File: config.mk
export PLATFORM = sky130hd
export DESIGN_NAME = cpu6502_fetch_seq
export DESIGN_NICKNAME = d
export VERILOG_FILES = /design/src/rtl/cpu6502_pkg.sv /design/src/rtl/cpu6502_pc.sv /design/src/rtl/cpu6502_fetch_seq.sv
export SDC_FILE = /design/constraint.sdc
export NUM_CORES = 1
export LEC_CHECK = 0
export CORE_UTILIZATION = 54
export CTS_CLUSTER_SIZE = 40
export DETAILED_ROUTE_END_ITERATION = 8
export GPL_ROUTABILITY_DRIVEN = 1
export GPL_TIMING_DRIVEN = 0
export PLACE_DENSITY = 0.84
export SKIP_CTS_REPAIR_TIMING = 1
export SLEW_MARGIN = 10
export SYNTH_ARGS = -nofsm -noshare
export SYNTH_HDL_FRONTEND = slang
export SYNTH_SLANG_ARGS = --single-unit
export TNS_END_PERCENT = 30
File: constraint.sdc
create_clock -name Clk -period 3.7 [get_ports Clk]
set_clock_uncertainty 0.2 [all_clocks]
set_input_delay 0.555 -clock Clk [delete_from_list [all_inputs] [get_ports Clk]]
set_output_delay 0.555 -clock Clk [all_outputs]
set_load 0.03 [all_outputs]
File: src/rtl/cpu6502_pkg.sv
// Shared types and constants for the 6502/6507 front end: fetch sequencer
// states, locally executed opcodes and the hardware vector addresses.
package cpu6502_pkg;

  typedef enum logic [3:0] {
    ST_RST_L,
    ST_RST_H,
    ST_FETCH,
    ST_NOP_W,
    ST_JA_L,
    ST_JA_H,
    ST_JI_L,
    ST_JI_H,
    ST_JI_PL,
    ST_JI_PH,
    ST_HAND
  } fetch_state_t;

  localparam logic [7:0] OP_JMP_ABS = 8'h4C;
  localparam logic [7:0] OP_JMP_IND = 8'h6C;
  localparam logic [7:0] OP_NOP     = 8'hEA;

  localparam logic [15:0] VEC_NMI   = 16'hFFFA;
  localparam logic [15:0] VEC_RESET = 16'hFFFC;
  localparam logic [15:0] VEC_IRQ   = 16'hFFFE;

endpackage

File: src/rtl/cpu6502_pc.sv
// 16-bit program counter: load has priority over increment, otherwise holds.
// Increment wraps naturally from FFFF to 0000.
module cpu6502_pc (
  input  logic        clk,
  input  logic        reset,
  input  logic        inc,
  input  logic        ld,
  input  logic [15:0] ld_val,
  output logic [15:0] pc
);

  always_ff @(posedge clk or posedge reset) begin
    if (reset) begin
      pc <= 16'h0000;
    end else if (ld) begin
      pc <= ld_val;
    end else if (inc) begin
      pc <= pc + 16'd1;
    end
  end

endmodule

File: src/rtl/cpu6502_fetch_seq.sv
// Program-counter / instruction-fetch sequencer: reset vector, opcode fetch,
// local JMP abs / JMP ind / NOP, and valid/ready handoff of other opcodes.
// Define CPU6502_JMP_IND_PAGE_BUG_EN to reproduce the NMOS JMP (ind) page wrap.
module cpu6502_fetch_seq
  import cpu6502_pkg::*;
#(
  parameter int          ADDR_W    = 13,
  parameter logic [15:0] RESET_VEC = 16'hFFFC
) (
  input  logic              Clk,
  input  logic              Reset,
  output logic [ADDR_W-1:0] Addr,
  output logic              R_W,
  input  logic [7:0]        Din,
  input  logic              rdy,
  output logic              sync,
  output logic              op_valid,
  output logic [7:0]        op_code,
  output logic [15:0]       op_pc,
  input  logic              op_ready,
  input  logic              pc_ld,
  input  logic [15:0]       pc_ld_val
);

  fetch_state_t state, state_next;
  logic [7:0]   ir, ir_next;
  logic [7:0]   tmp, tmp_next;
  logic [15:0]  ptr, ptr_d;
  logic [15:0]  ptr_inc;
  logic [15:0]  pc;
  logic         pc_inc_en;
  logic         pc_load_en;
  logic [15:0]  pc_load_val;
  logic [15:0]  addr_full;

`ifdef CPU6502_JMP_IND_PAGE_BUG_EN
  assign ptr_inc = {ptr[15:8], ptr[7:0] + 8'd1};
`else
  assign ptr_inc = ptr + 16'd1;
`endif

  cpu6502_pc u_pc (
    .clk    (Clk),
    .reset  (Reset),
    .inc    (pc_inc_en),
    .ld     (pc_load_en),
    .ld_val (pc_load_val),
    .pc     (pc)
  );

  always_ff @(posedge Clk or posedge Reset) begin
    if (Reset) begin
      state <= ST_RST_L;
      ir    <= 8'h00;
      tmp   <= 8'h00;
      ptr   <= 16'h0000;
    end else begin
      state <= state_next;
      ir    <= ir_next;
      tmp   <= tmp_next;
      ptr   <= ptr_d;
    end
  end

  // Every read state waits on rdy; only the handoff state ignores it.
  always_comb begin
    state_next  = state;
    ir_next     = ir;
    tmp_next    = tmp;
    ptr_d       = ptr;
    pc_inc_en   = 1'b0;
    pc_load_en  = 1'b0;
    pc_load_val = pc;
    addr_full   = pc;
    case (state)
      ST_RST_L: begin
        addr_full = RESET_VEC;
        if (rdy) begin
          tmp_next   = Din;
          state_next = ST_RST_H;
        end
      end
      ST_RST_H: begin
        addr_full = RESET_VEC + 16'd1;
        if (rdy) begin
          pc_load_en  = 1'b1;
          pc_load_val = {Din, tmp};
          state_next  = ST_FETCH;
        end
      end
      ST_FETCH: begin
        if (rdy) begin
          ir_next   = Din;
          pc_inc_en = 1'b1;
          case (Din)
            OP_JMP_ABS: state_next = ST_JA_L;
            OP_JMP_IND: state_next = ST_JI_L;
            OP_NOP:     state_next = ST_NOP_W;
            default:    state_next = ST_HAND;
          endcase
        end
      end
      ST_NOP_W: begin
        if (rdy) begin
          state_next = ST_FETCH;
        end
      end
      ST_JA_L, ST_JI_L: begin
        if (rdy) begin
          tmp_next   = Din;
          pc_inc_en  = 1'b1;
          state_next = (state == ST_JA_L) ? ST_JA_H : ST_JI_H;
        end
      end
      ST_JA_H: begin
        if (rdy) begin
          pc_load_en  = 1'b1;
          pc_load_val = {Din, tmp};
          state_next  = ST_FETCH;
        end
      end
      ST_JI_H: begin
        if (rdy) begin
          ptr_d      = {Din, tmp};
          state_next = ST_JI_PL;
        end
      end
      ST_JI_PL: begin
        addr_full = ptr;
        if (rdy) begin
          tmp_next   = Din;
          state_next = ST_JI_PH;
        end
      end
      ST_JI_PH: begin
        addr_full = ptr_inc;
        if (rdy) begin
          pc_load_en  = 1'b1;
          pc_load_val = {Din, tmp};
          state_next  = ST_FETCH;
        end
      end
      ST_HAND: begin
        if (op_ready) begin
          pc_load_en  = pc_ld;
          pc_load_val = pc_ld_val;
          state_next  = ST_FETCH;
        end
      end
      default: begin
        state_next = ST_RST_L;
      end
    endcase
  end

  assign Addr     = ADDR_W'(addr_full);
  assign R_W      = 1'b1;
  assign sync     = (state == ST_FETCH);
  assign op_valid = (state == ST_HAND);
  assign op_code  = ir;
  assign op_pc    = pc;

endmodule

After elaboration in Yosys (flattened, before gate mapping)
Cells that the tools add are included.

storage, ports and cells
  register bits after elaboration = 49
  logic and storage cells = 62
  input bits = 29

operators by class
  add/subtract/negate cells = 2
  reductions and logical operators = 12
  muxes and demuxes = 20
  equal/unequal tests = 23

operators with widths
  operator                                               count
  two-way mux 16 bit                                     4
  one-hot mux 13 bit (4 select lines)                    1
  one-hot mux 16 bit (2 select lines)                    1
  two-way mux 4 bit                                      7
  one-hot mux 4 bit (7 select lines)                     1
  adder 16 x 1 -> 16 bit, second input constant          1
  equality test 4 x 3 -> 1 bit, second input constant    4
  equality test 8 x 7 -> 1 bit, second input constant    2
  adder 13 x 1 -> 13 bit, second input constant          1
  equality test 4 bit, second input constant             3
  one-hot mux 4 bit (3 select lines)                     1
  inequality test 2 bit, second input constant           5
  inequality test 3 bit, second input constant           3
  equality test 4 x 2 -> 1 bit, second input constant    2
  equality test 8 bit, second input constant             1
  OR reduction 4 bit                                     2
  AND reduction 7 bit                                    1
  AND reduction 2 bit                                    3
  OR reduction 3 bit                                     2
  equality test 4 x 1 -> 1 bit, second input constant    1
  zero test 4 bit                                        1
  inequality test 2 x 1 -> 1 bit, second input constant  2
  AND reduction 4 bit                                    1
  two-way mux 1 bit                                      3
  other kinds (4)                                        4

Longest topological paths before layout
Gate-level depths: netlist (run 1).

  word-level depth = 5
  gate-level depth with buffers = 6

By module
Synthesis (run 1) repeated with hierarchy kept, for this count alone.

second synthesis, totals
  cell total of the unflattened synthesis = 326
  area, all modules = 3140.5 µm²

by module, submodules not included
  module             seq. area each (µm²)  instances  area each (µm²)  cells an instance
  cpu6502_fetch_seq  825.8                 1          2223.4           225
  cpu6502_pc         400.4                 1          917.1            101

Least setup slack after synthesis (run 1)
Ideal clock, no wire load.

  kind = register to register
  start point = reg state[0]
  end point = reg ir[0], in the netlist op_code[0]
  slack = 1076 ps
  setup time = 125 ps
  stages on the path, launching flop included = 6
  arrival time = 2299 ps
  cell sequence = dfrtp_1 or2_1 buf_6 nor3b_1 nand2_1 mux2_2

on the way
  word-level cells in the longest chain between the ends = 2

ends and longest elaborated chain
  element                        line                     text
  start: declaration             cpu6502_fetch_seq.sv:25  fetch_state_t state, state_next;
  start signal: assignment       cpu6502_fetch_seq.sv:58  state <= state_next;
  equality test 4 x 2 -> 1 bit   n/a
  named net sync                 cpu6502_fetch_seq.sv:16  output logic sync,
  AND reduction 2 bit (no line)  n/a
  end signal: assignment         cpu6502_fetch_seq.sv:59  ir <= ir_next;
  end: declaration               cpu6502_fetch_seq.sv:26  logic [7:0] ir, ir_next;

The timed path passes the listed nets, and every way through them passes these cells.
A chain may end at the register's enable or synchronous reset.

Worst setup path in the final report (run 1)
  start point = reg state[2]
  end point = out Addr[12]

on the way
  word-level cells in the longest chain between the ends = 2
  elaborated cells on any way between the ends = 5

ends and longest elaborated chain
  element                                            line                     text
  equality test 4 bit, or another cell as far along  cpu6502_fetch_seq.sv:75  case (state)
  one-hot mux 13 bit (4 select lines) (*)            cpu6502_fetch_seq.sv:75
  end: declaration                                   cpu6502_fetch_seq.sv:12  output logic [ADDR_W-1:0] Addr,

Mark *: on every way between the ends. The rest lies on a longest branch, timed or not.

==> out/metrics.yaml, run 1 <==
run_status:
  status: "complete, no violations"
power_and_ir_drop:
  ir_worst_vdd_mv: 0.476
  p_leak_uw: 0.00152
  powerDensity_nw_per_um2: 861
layout:
  diodes: 0
  final_util_pct: 74.1
  final_cell_mix: "clkdlybuf4s50_1, dfrtp_1, mux2_2, nor2_1, a211oi_1"
  fill_cells: 398
  layout_commonest_cell: "clkdlybuf4s50_1"
  drive_gt1_share_pct: 12.6
  syn2layout_area_growth_pct: 29.3
  final_nets: 411
logic_synthesis:
  synth_edf_count: 0
  ys_ff_latch: 49
  syn_inst: 306
  synthesis.nets: 337
  yosysWarnings: 0
  synthDistinctLibCells: 53
  ys.flop_type: "dfrtp_1"
  netlist_area_um2: 3000
  syn_area_per_cell_um2: 9.81
  yosysSeqAreaShare_pct: 40.9
  async_flop_share_pct: 100
sta:
  setup_viol: 0
  hold_slack_ns: 0.310
  slew_violations: 0
  relSlewSlack_pct: 48.5
  max_freq_mhz: 281
  post-route-min-period_ns: 3.56
  report.final.hold_viol_count: 0
  period_share_pct: 96.3
  worst_slew_pin_slew_ns: 0.767
  tns_ns: 0
  rsz0062_at_grt: "no"
  postLayoutSetupSlackWorst_ns: 0.138
setup_path:
  cp_cell_sequence: "nor2_1 > clkbuf_1 > buf_1 > nor2_1 > a31oi_1 > clkdlybuf4s50_1"
  cp_slowest_stage_delay_ns: 0.71
  cp_slowest_cell: "clkdlybuf4s50_1"
  path_class: "flip-flop to output port"
  crit_required_ns: 2.94
  cp.arrival_ns: 2.81
  setup.worst_path.start_class: "flip-flop"
  crit_fanout: 10
  cp-end-kind: "output port"
  cpMostUsedCell: "nor2_1"
  rrSetupSlack_ns: 1.05
  r2r-start: "state[2]"
  crit_path_start: "state[2]"
clock_network:
  clk_latency_ns: 0.30
  clockRootBuffer: "clkbuf_8"
  cts_tree: "done"
  clk_pin_slew_ns: 0.09
  cts_buffers: 5
  ctsHtreeMaxLevel: 2
  clockBufferDepth: 2
  clock_sinks: 49
routing:
  routed_wl_um: 8400
  post_drt_wl_per_cell_um: 18.6
  first_pass_iters: 5
  vias: 2807
  viasPerCell: 6.22
  ant_nets: 0
  drc: 0
  drt_iter0_markers: 226
floorplan:
  die_h_um: 76.5
  fp-row-count: 26
  start_util_pct: 57.3
  design.core.area_um2: 5240
  die_w_um: 76.5
  dieArea_um2: 5860
  pin_count: 69
global_route:
  antenna_found_initial: 0
  grtUsageMet3_pct: 5.87
  grt_pass1_wl_um: 13600
  use_met2_pct: 51.5
  grt_max_degree: 37
  grt_remaining_overflow: 0
  gr-max-usage-layer: "met2"
  grt.total_usage_pct: 30.2
  grt_pass1_vias: 2689
  use_met1_pct: 38.7
min_path:
  hold_path.class: "input port to asynchronous set/reset pin"
place:
  gp_congestion: 0.900
  post-place-ws_ns: 0.576
  dp_hpwl_um: 6440
  io_buffers: 66
run:
  cap_violations: 0
-- synth_stat cells (all sizes together) (4+ instances only) --
master	count	area, um^2
nor3	7	35.0
nand3	10	50.1
nor4	5	31.3
a211oi	17	128
o31ai	5	37.5
buf	8	52.6
nand4	8	50.1
mux2	27	304
a21oi	8	40.0
mux2i	5	50.1
or4	7	56.3
o21ai	9	45.0
o22a	5	43.8
a31oi	11	68.8
and4	5	43.8
xnor2	13	114
nor2	17	63.8
clkbuf	14	52.6
or2	4	25.0
dfrtp	49	1230
nor2b	12	75.1
inv	6	22.5
nand2	16	60.1
-- metrics by stage --
stage	area, um^2	std cells	power [uW]
4_1_cts	3880	451	3330
2_1_floorplan	3000	306	2180
5_1_grt	3880	451	3520
3_5_place_dp	3770	443	2950
3_3_place_gp	3750	442	2910
6_report	3880	451	3340
-- power by group --
| part | total (uW) | internal, uW | switching [uW] |
|---|---|---|---|
| Clock | 382 | 203 | 178 |
| Combinational | 1990 | 849 | 1140 |
| Sequential | 973 | 741 | 233 |
-- state kept, by name, summed over array words and instances (netlist names) --
signal,cells
u_pc.pc,16
ptr,13
op_code,8
tmp,8
state,4
-- final cells by class --
cell class	count	area [um^2]	share of cell area [%]
well taps	70	87.6	2.26
repair buffers	67	681	17.5
clock inverters	2	38.8	1.00
multi-input cells	229	1650	42.4
flip-flops and latches	49	1230	31.6
plain buffers	22	105	2.71
inverters	6	22.5	0.580
clock buffers	6	72.6	1.87
-- layer usage --
layer,vias to the layer above,wire length (um)
met5,-,0
met4,0,100
met3,11,657
met2,128,4290
met1,1366,3350
li1,1302,-
-- worst max-delay path: cells and delay by family (launching register included) --
kind	cells	cell delay, ns
and+or+nand+nor	2	0.38
buffers and inverters	3	1.46
DFF	1	0.46
AOI/OAI and AO/OA	1	0.20
-- logic make-up (layout without fill, tap and decap cells) --
kind of cell / count (synthesis) / count (layout) / synth area share, %
XOR/XNOR: 16 / 16 / 4.67
adder cells (fa/ha/maj): 2 / 2 / 0.834
buffers and inverters: 28 / 103 / 4.25
multiplexers: 32 / 32 / 11.8
AO/OA/AOI/OAI: 71 / 71 / 16.7
other: 1 / 1 / 0.125
AND/OR/NAND/NOR: 107 / 107 / 20.8
flip-flops: 49 / 49 / 40.9
-- final timing paths --
kind | endpoint | depth (start not counted)
setup / recovery | Addr[12] | 6
hold / removal | u_pc.pc[12] | 2
setup reg to reg | ptr[1] | 5
hold reg to reg | op_code[6] | 1
max in group asynchronous | op_code[5] | 3
min in group Clk | op_code[6] | 1
Note: power is estimated with default switching activity, not from simulation.
==> run 2, diff against run 1 <==
CORE_UTILIZATION = 68   (was 54)
DONT_BUFFER_PORTS = 1   (was unset)
PLACE_DENSITY = 0.83   (was 0.84)
TNS_END_PERCENT = unset   (was 30)
==> out/metrics.yaml, run 2 (synthesized netlist as in run 1, its figures left out) <==
layout:
  fill_cells: 274  # -31%
  top_register: "u_pc.pc"
  drive_gt1_share_pct: 15.6  # +3.0 points
  layout_commonest_cell: "dfrtp_1"
  largest_register_ffs: 16  # unchanged
  reg_top3: "u_pc.pc: 16 flops, ptr: 13 flops"
  syn2layout_area_growth_pct: 7.59
  final_cell_mix: "dfrtp_1, mux2_2, nor2_1, a211oi_1, nand2_1"
  final_nets: 345  # -16%
  diodes: 0  # unchanged
routing:
  post_drt_wl_per_cell_um: 21.5  # +16%
  first_pass_iters: 4  # -1
  routed_wl_um: 7860  # -6.4%
  viasPerCell: 6.96  # +12%
  vias: 2541  # -9.5%
  ant_nets: 0  # unchanged
  drc: 0  # unchanged
  drt_iter0_markers: 195  # -14%
floorplan:
  die_w_um: 68.4  # -11%
  start_util_pct: 72.9  # +16 points
  pin_count: 69  # unchanged
  fp-row-count: 23  # -12%
  dieArea_um2: 4680  # -20%
  die_h_um: 68.4  # -11%
  design.core.area_um2: 4120  # -21%
global_route:
  grt.total_usage_pct: 35.7  # +5.5 points
  antenna_found_initial: 0  # unchanged
  grt_remaining_overflow: 0  # unchanged
  grt_pass1_wl_um: 12000  # -12%
  grt_pass1_vias: 2323  # -14%
  grt_max_degree: 27  # -27%
clock_network:
  cts_tree: "done"
  clock_sinks: 49  # unchanged
  cts_buffers: 5  # unchanged
  clk_pin_slew_ns: 0.10  # about the same
  clockBufferDepth: 2  # unchanged
  clockRootBuffer: "clkbuf_8"
  ctsHtreeMaxLevel: 2  # unchanged
  clk_latency_ns: 0.30  # about the same
sta:
  worst_slew_pin_slew_ns: 1.15  # +0.385 ns
  relSlewSlack_pct: 23.0  # -25 points
  report.final.hold_viol_count: 23  # +23
  hold_slack_ns: -0.0184  # -0.328 ns
  period_share_pct: 89.8  # -6.5 points
  setup_viol: 0  # unchanged
  max_freq_mhz: 301  # +7.2%
  post-route-min-period_ns: 3.32  # -0.240 ns
  rsz0062_at_grt: "no"
  tns_ns: 0  # unchanged
  slew_violations: 0  # unchanged
setup_path:
  path_class: "flip-flop to output port"
  setup.worst_path.start_class: "flip-flop"
  cp.arrival_ns: 2.57  # -0.24 ns
  crit_required_ns: 2.94  # about the same
  crit_fanout: 10  # unchanged
  cp-end-kind: "output port"
run_status:
  status: "finished, violations left"
  violations: "hold timing"
place:
  gp_congestion: 0.896  # -0.51%
  io_buffers: 0  # -100%
  dp_hpwl_um: 5750  # -11%
power_and_ir_drop:
  powerDensity_nw_per_um2: 909  # +5.6%
  p_leak_uw: 0.00128  # -16%
  ir_worst_vdd_mv: 0.533  # +12%
run:
  cap_violations: 0  # unchanged
min_path:
  hold_path.class: "input port to asynchronous set/reset pin"
==> run 2: per-layer routing <==
layer,track usage (%),vias up,routed length [um]
li1,-,1171,-
met1,44.3,1237,3220
met2,59.2,121,3840
met3,9.33,12,662
met4,13.0,0,137
met5,0,-,0
==> run 2: path summary, 6_finish.rpt <==
| kind | startpoint | endpoint | slack, ns | cells past startpoint |
|---|---|---|---|---|
| max in group asynchronous | Reset | ptr[2] | 2.80 | 2 |
| setup reg to reg | state[1] | op_code[5] | 0.79 | 4 |
| hold / removal | Reset | tmp[3] | -0.02 | 1 |
| min in group Clk | Din[3] | ptr[11] | 0.19 | 2 |
| setup / recovery | state[2] | Addr[1] | 0.38 | 4 |
| hold reg to reg | tmp[0] | ptr[0] | 0.36 | 1 |
==> run 2: area by class of cell <==
class | instances | area (um^2) | area share [%]
Buffer | 22 | 105 | 3.26
Clock buffer | 5 | 68.8 | 2.13
Clock inverter | 3 | 68.8 | 2.13
Inverter | 6 | 22.5 | 0.698
Multi-Input combinational cell | 229 | 1650 | 51.0
Sequential cell | 49 | 1230 | 38.0
Tap cell | 50 | 62.6 | 1.94
Timing Repair Buffer | 1 | 27.5 | 0.853
==> run 2: critical path: stages, from the launching register on <==
cell,delay [ns]
dfrtp_1,0.45
nor2_1,0.28
clkbuf_1,0.41
nand2_1,0.28
o21ai_0,0.84
==> run 2: power by group <==
| group | switching, uW | leakage, uW | internal (uW) |
|---|---|---|---|
| Combinational | 774 | 0.000622 | 449 |
| Clock | 187 | 0.0000687 | 272 |
| Sequential | 518 | 0.000588 | 735 |
==> run 2: per-stage QoR <==
step                      setup slack, ns  instance area [um^2]  cells  util (%)  power (uW)
final                               0.378                  3230    365      78.4        2940
after global routing                0.209                  3230    365      78.4        3090
after CTS                           0.407                  3230    365      78.4        2920
after detailed placement            0.751                  3090    357      75.1        2460
after global placement              0.759                  3060    356      74.4        2420
after floorplan                      1.08                  3000    306         -        2180
==> run 3, diff against run 2 <==
CAP_MARGIN = 10   (was unset)
CORE_UTILIZATION = 64   (was 68)
PLACE_DENSITY = 0.79   (was 0.83)
SYNTH_HIERARCHICAL = 1   (was unset)
clock period = 3.17 ns   (was 3.7 ns; I/O delays follow)
==> out/metrics.yaml, run 3 <==
setup_path:
  crit_path_start: "ptr[1]"
  rr_worst_depth: 10  # +6
  crit_fanout: 5  # -5
  cp.arrival_ns: 2.40  # -0.17 ns
  crit_required_ns: 2.49  # -0.45 ns
  r2r-start: "state[0]"
  path_class: "flip-flop to output port"
  setup.worst_path.start_class: "flip-flop"
  cp-end-kind: "output port"
floorplan:
  start_util_pct: 66.5  # -6.4 points
  die_h_um: 72.1  # +5.3%
  pin_count: 69  # unchanged
  dieArea_um2: 5190  # +11%
  fp-row-count: 25  # +8.7%
  design.core.area_um2: 4720  # +15%
  die_w_um: 72.1  # +5.3%
power_and_ir_drop:
  pwr-share-comb_pct: 43.1  # +1.4 points
  powerDensity_nw_per_um2: 1010  # +11%
  p_clk_share_pct: 15.9  # +0.3 points
  p_int_uw: 1700  # +17%
  switching_power_uw: 1720  # +17%
  p_leak_uw: 0.00138  # +7.6%
  seqPwrFrac_pct: 40.9  # -1.8 points
  ir_worst_vdd_mv: 0.493  # -7.6%
  swShare_pct: 50.3  # -0.076 points
logic_synthesis:
  synthDistinctLibCells: 47  # -11%
  ys_ff_latch: 49  # unchanged
  synth_commonest_cells: "dfrtp_1, mux2_2, nand2_1"
  netlist_area_um2: 3140  # +4.7%
  syn_inst: 326  # +6.5%
  yosysSeqAreaShare_pct: 39.0  # -1.8 points
  yosysWarnings: 6  # +6
  syn_area_per_cell_um2: 9.63  # -1.8%
  synthesis.nets: 357  # +5.9%
  async_flop_share_pct: 100  # unchanged
  synth_edf_count: 0  # unchanged
  synth_top_area_share_pct: 39.0  # -1.8 points
  synth_most_common_cell: "dfrtp_1"
  yosys.area.top_type: "dfrtp_1"
  ys.flop_type: "dfrtp_1"
  ys_top_cells_by_area: "dfrtp_1, mux2_2, xnor2_1"
global_route:
  grt_max_degree: 34  # +26%
  grt_pass1_vias: 2533  # +9.0%
  antenna_found_initial: 0  # unchanged
  grt_remaining_overflow: 0  # unchanged
  grt.total_usage_pct: 32.0  # -3.7 points
  grt_pass1_wl_um: 12600  # +5.4%
sta:
  postLayoutSetupSlackWorst_ns: 0.0915  # -0.287 ns
  rsz0062_at_grt: "no"
  post-route-min-period_ns: 3.08
  max_freq_mhz: 325
  slew_violations: 0  # unchanged
  report.final.hold_viol_count: 33  # +43%
  period_share_pct: 97.1
  worst_slew_pin_slew_ns: 1.04  # -0.110 ns
  hold_slack_ns: -0.0528  # -0.0344 ns
  relSlewSlack_pct: 30.1  # +7.1 points
  setup_viol: 0  # unchanged
  tns_ns: 0  # unchanged
routing:
  routed_wl_um: 7980  # +1.6%
  drc: 0  # unchanged
  viasPerCell: 6.55  # -5.9%
  drt_iter0_markers: 324  # +66%
  first_pass_iters: 5  # +1
  vias: 2633  # +3.6%
  ant_nets: 0  # unchanged
  post_drt_wl_per_cell_um: 19.9  # -7.8%
run:
  cap_violations: 0  # unchanged
layout:
  layout_commonest_cell: "dfrtp_1"
  syn2layout_area_growth_pct: 8.01
  final_cell_mix: "dfrtp_1, mux2_2, nand2_1, inv_1, o21ai_0"
  fill_cells: 353  # +29%
  final_nets: 365  # +5.8%
  drive_gt1_share_pct: 22.7  # +7.1 points
  diodes: 0  # unchanged
  largest_register_ffs: 16  # unchanged
  reg_top3: "u_pc/pc: 16 flops, ptr: 13 flops"
  top_register: "u_pc/pc"
place:
  post-place-ws_ns: 0.00795  # -0.743 ns
  gp_congestion: 0.878  # -2.0%
  dp_hpwl_um: 5850  # +1.8%
  io_buffers: 0  # unchanged
run_status:
  violations: "hold timing"
  status: "finished, violations left"
clock_network:
  clk_latency_ns: 0.31  # about the same
  cts_tree: "done"
  clockRootBuffer: "clkbuf_8"
  cts_buffers: 5  # unchanged
  clockBufferDepth: 2  # unchanged
  ctsHtreeMaxLevel: 2  # unchanged
  clock_sinks: 49  # unchanged
  clk_pin_slew_ns: 0.10  # about the same
min_path:
  hold_path.class: "input port to asynchronous set/reset pin"
-- run 3: cell types whose count changed in the layout (fill, tap and decap cells not counted), moves of 5 or more --
cell and change:
clkbuf_1 -9, o21ai_0 +11, o31ai_1 -5, a211oi_1 -13
nand2_1 +11, a21oi_1 -5, a22oi_1 +16, a31oi_1 -9
xor2_1 +6, o21ai_2 +10, nor2b_1 -7, or4_1 -6
inv_1 +18
-- run 3: final cells by class --
type / count / area (um^2) / share of cell area, %
buffer: 19 / 136 / 4.02
clock buffer: 5 / 68.8 / 2.03
clock inverter: 3 / 68.8 / 2.03
inverter: 24 / 90.1 / 2.66
multi-input combinational: 234 / 1710 / 50.4
sequential: 49 / 1230 / 36.1
tap: 67 / 83.8 / 2.47
timing repair buffer: 1 / 10.0 / 0.295
-- run 3: worst max-delay path, cell delays in order, from the launching register on --
cell and delay (ns):
dfrtp_1 0.44, ha_1 0.23, nand2_1 0.15, nor3_1 0.32, a211oi_1 0.12, a211oi_1 0.84
-- run 3: per-layer routing --
layer | track usage, % | part of all wire (%) | vias up
met3 | 8.47 | 9.0 | 15
met5 | 0 | 0 | -
li1 | - | - | 1179
met4 | 7.41 | 1.4 | 0
met1 | 45.9 | 44 | 1296
met2 | 49.0 | 46 | 143
-- run 3: power groups by stage --
stage / Clock (uW) / Combinational [uW] / Sequential [uW]
6_report: 546 / 1480 / 1400
5_1_grt: 575 / 1580 / 1430
4_1_cts: 553 / 1440 / 1400
3_5_place_dp: 0 / 1430 / 1410
3_3_place_gp: 0 / 1390 / 1410
2_1_floorplan: 0 / 1240 / 1320
-- run 3: path summary, 6_finish.rpt --
kind,endpoint,slack [ns]
max in group asynchronous,u_pc/pc[10],1.86
max reg2reg,u_pc/pc[4],0.20
max,Addr[10],0.09
min,tmp[0],-0.05
min in group Clk,op_code[2],0.10
min reg2reg,ptr[12],0.34
-- run 3: stage by stage --
step                      area [um^2]  hold WS, ns  instances  total power (uW)  util [%]
after floorplan                  3140        0.189        326              2550         -
after global placement           3220        0.283        393              2800      68.3
after detailed placement         3220        0.281        393              2850      68.3
after CTS                        3360      -0.0523        401              3390      71.2
after global routing             3390      0.00324        402              3590      71.8
final                            3390      -0.0528        402              3430      71.8
-- run 3: cell families (layout without fill, tap and decap cells) --
group	Yosys count	in the layout	share of synthesized area, %
muxes	34	34	12.0
DFF	49	49	39.0
AOI/OAI and AO/OA	75	75	16.5
other	1	1	0.119
and+or+nand+nor	99	99	17.9
buffers and inverters	43	52	7.13
adders and majority gates	2	2	0.797
xor gates and xnor gates	23	23	6.41
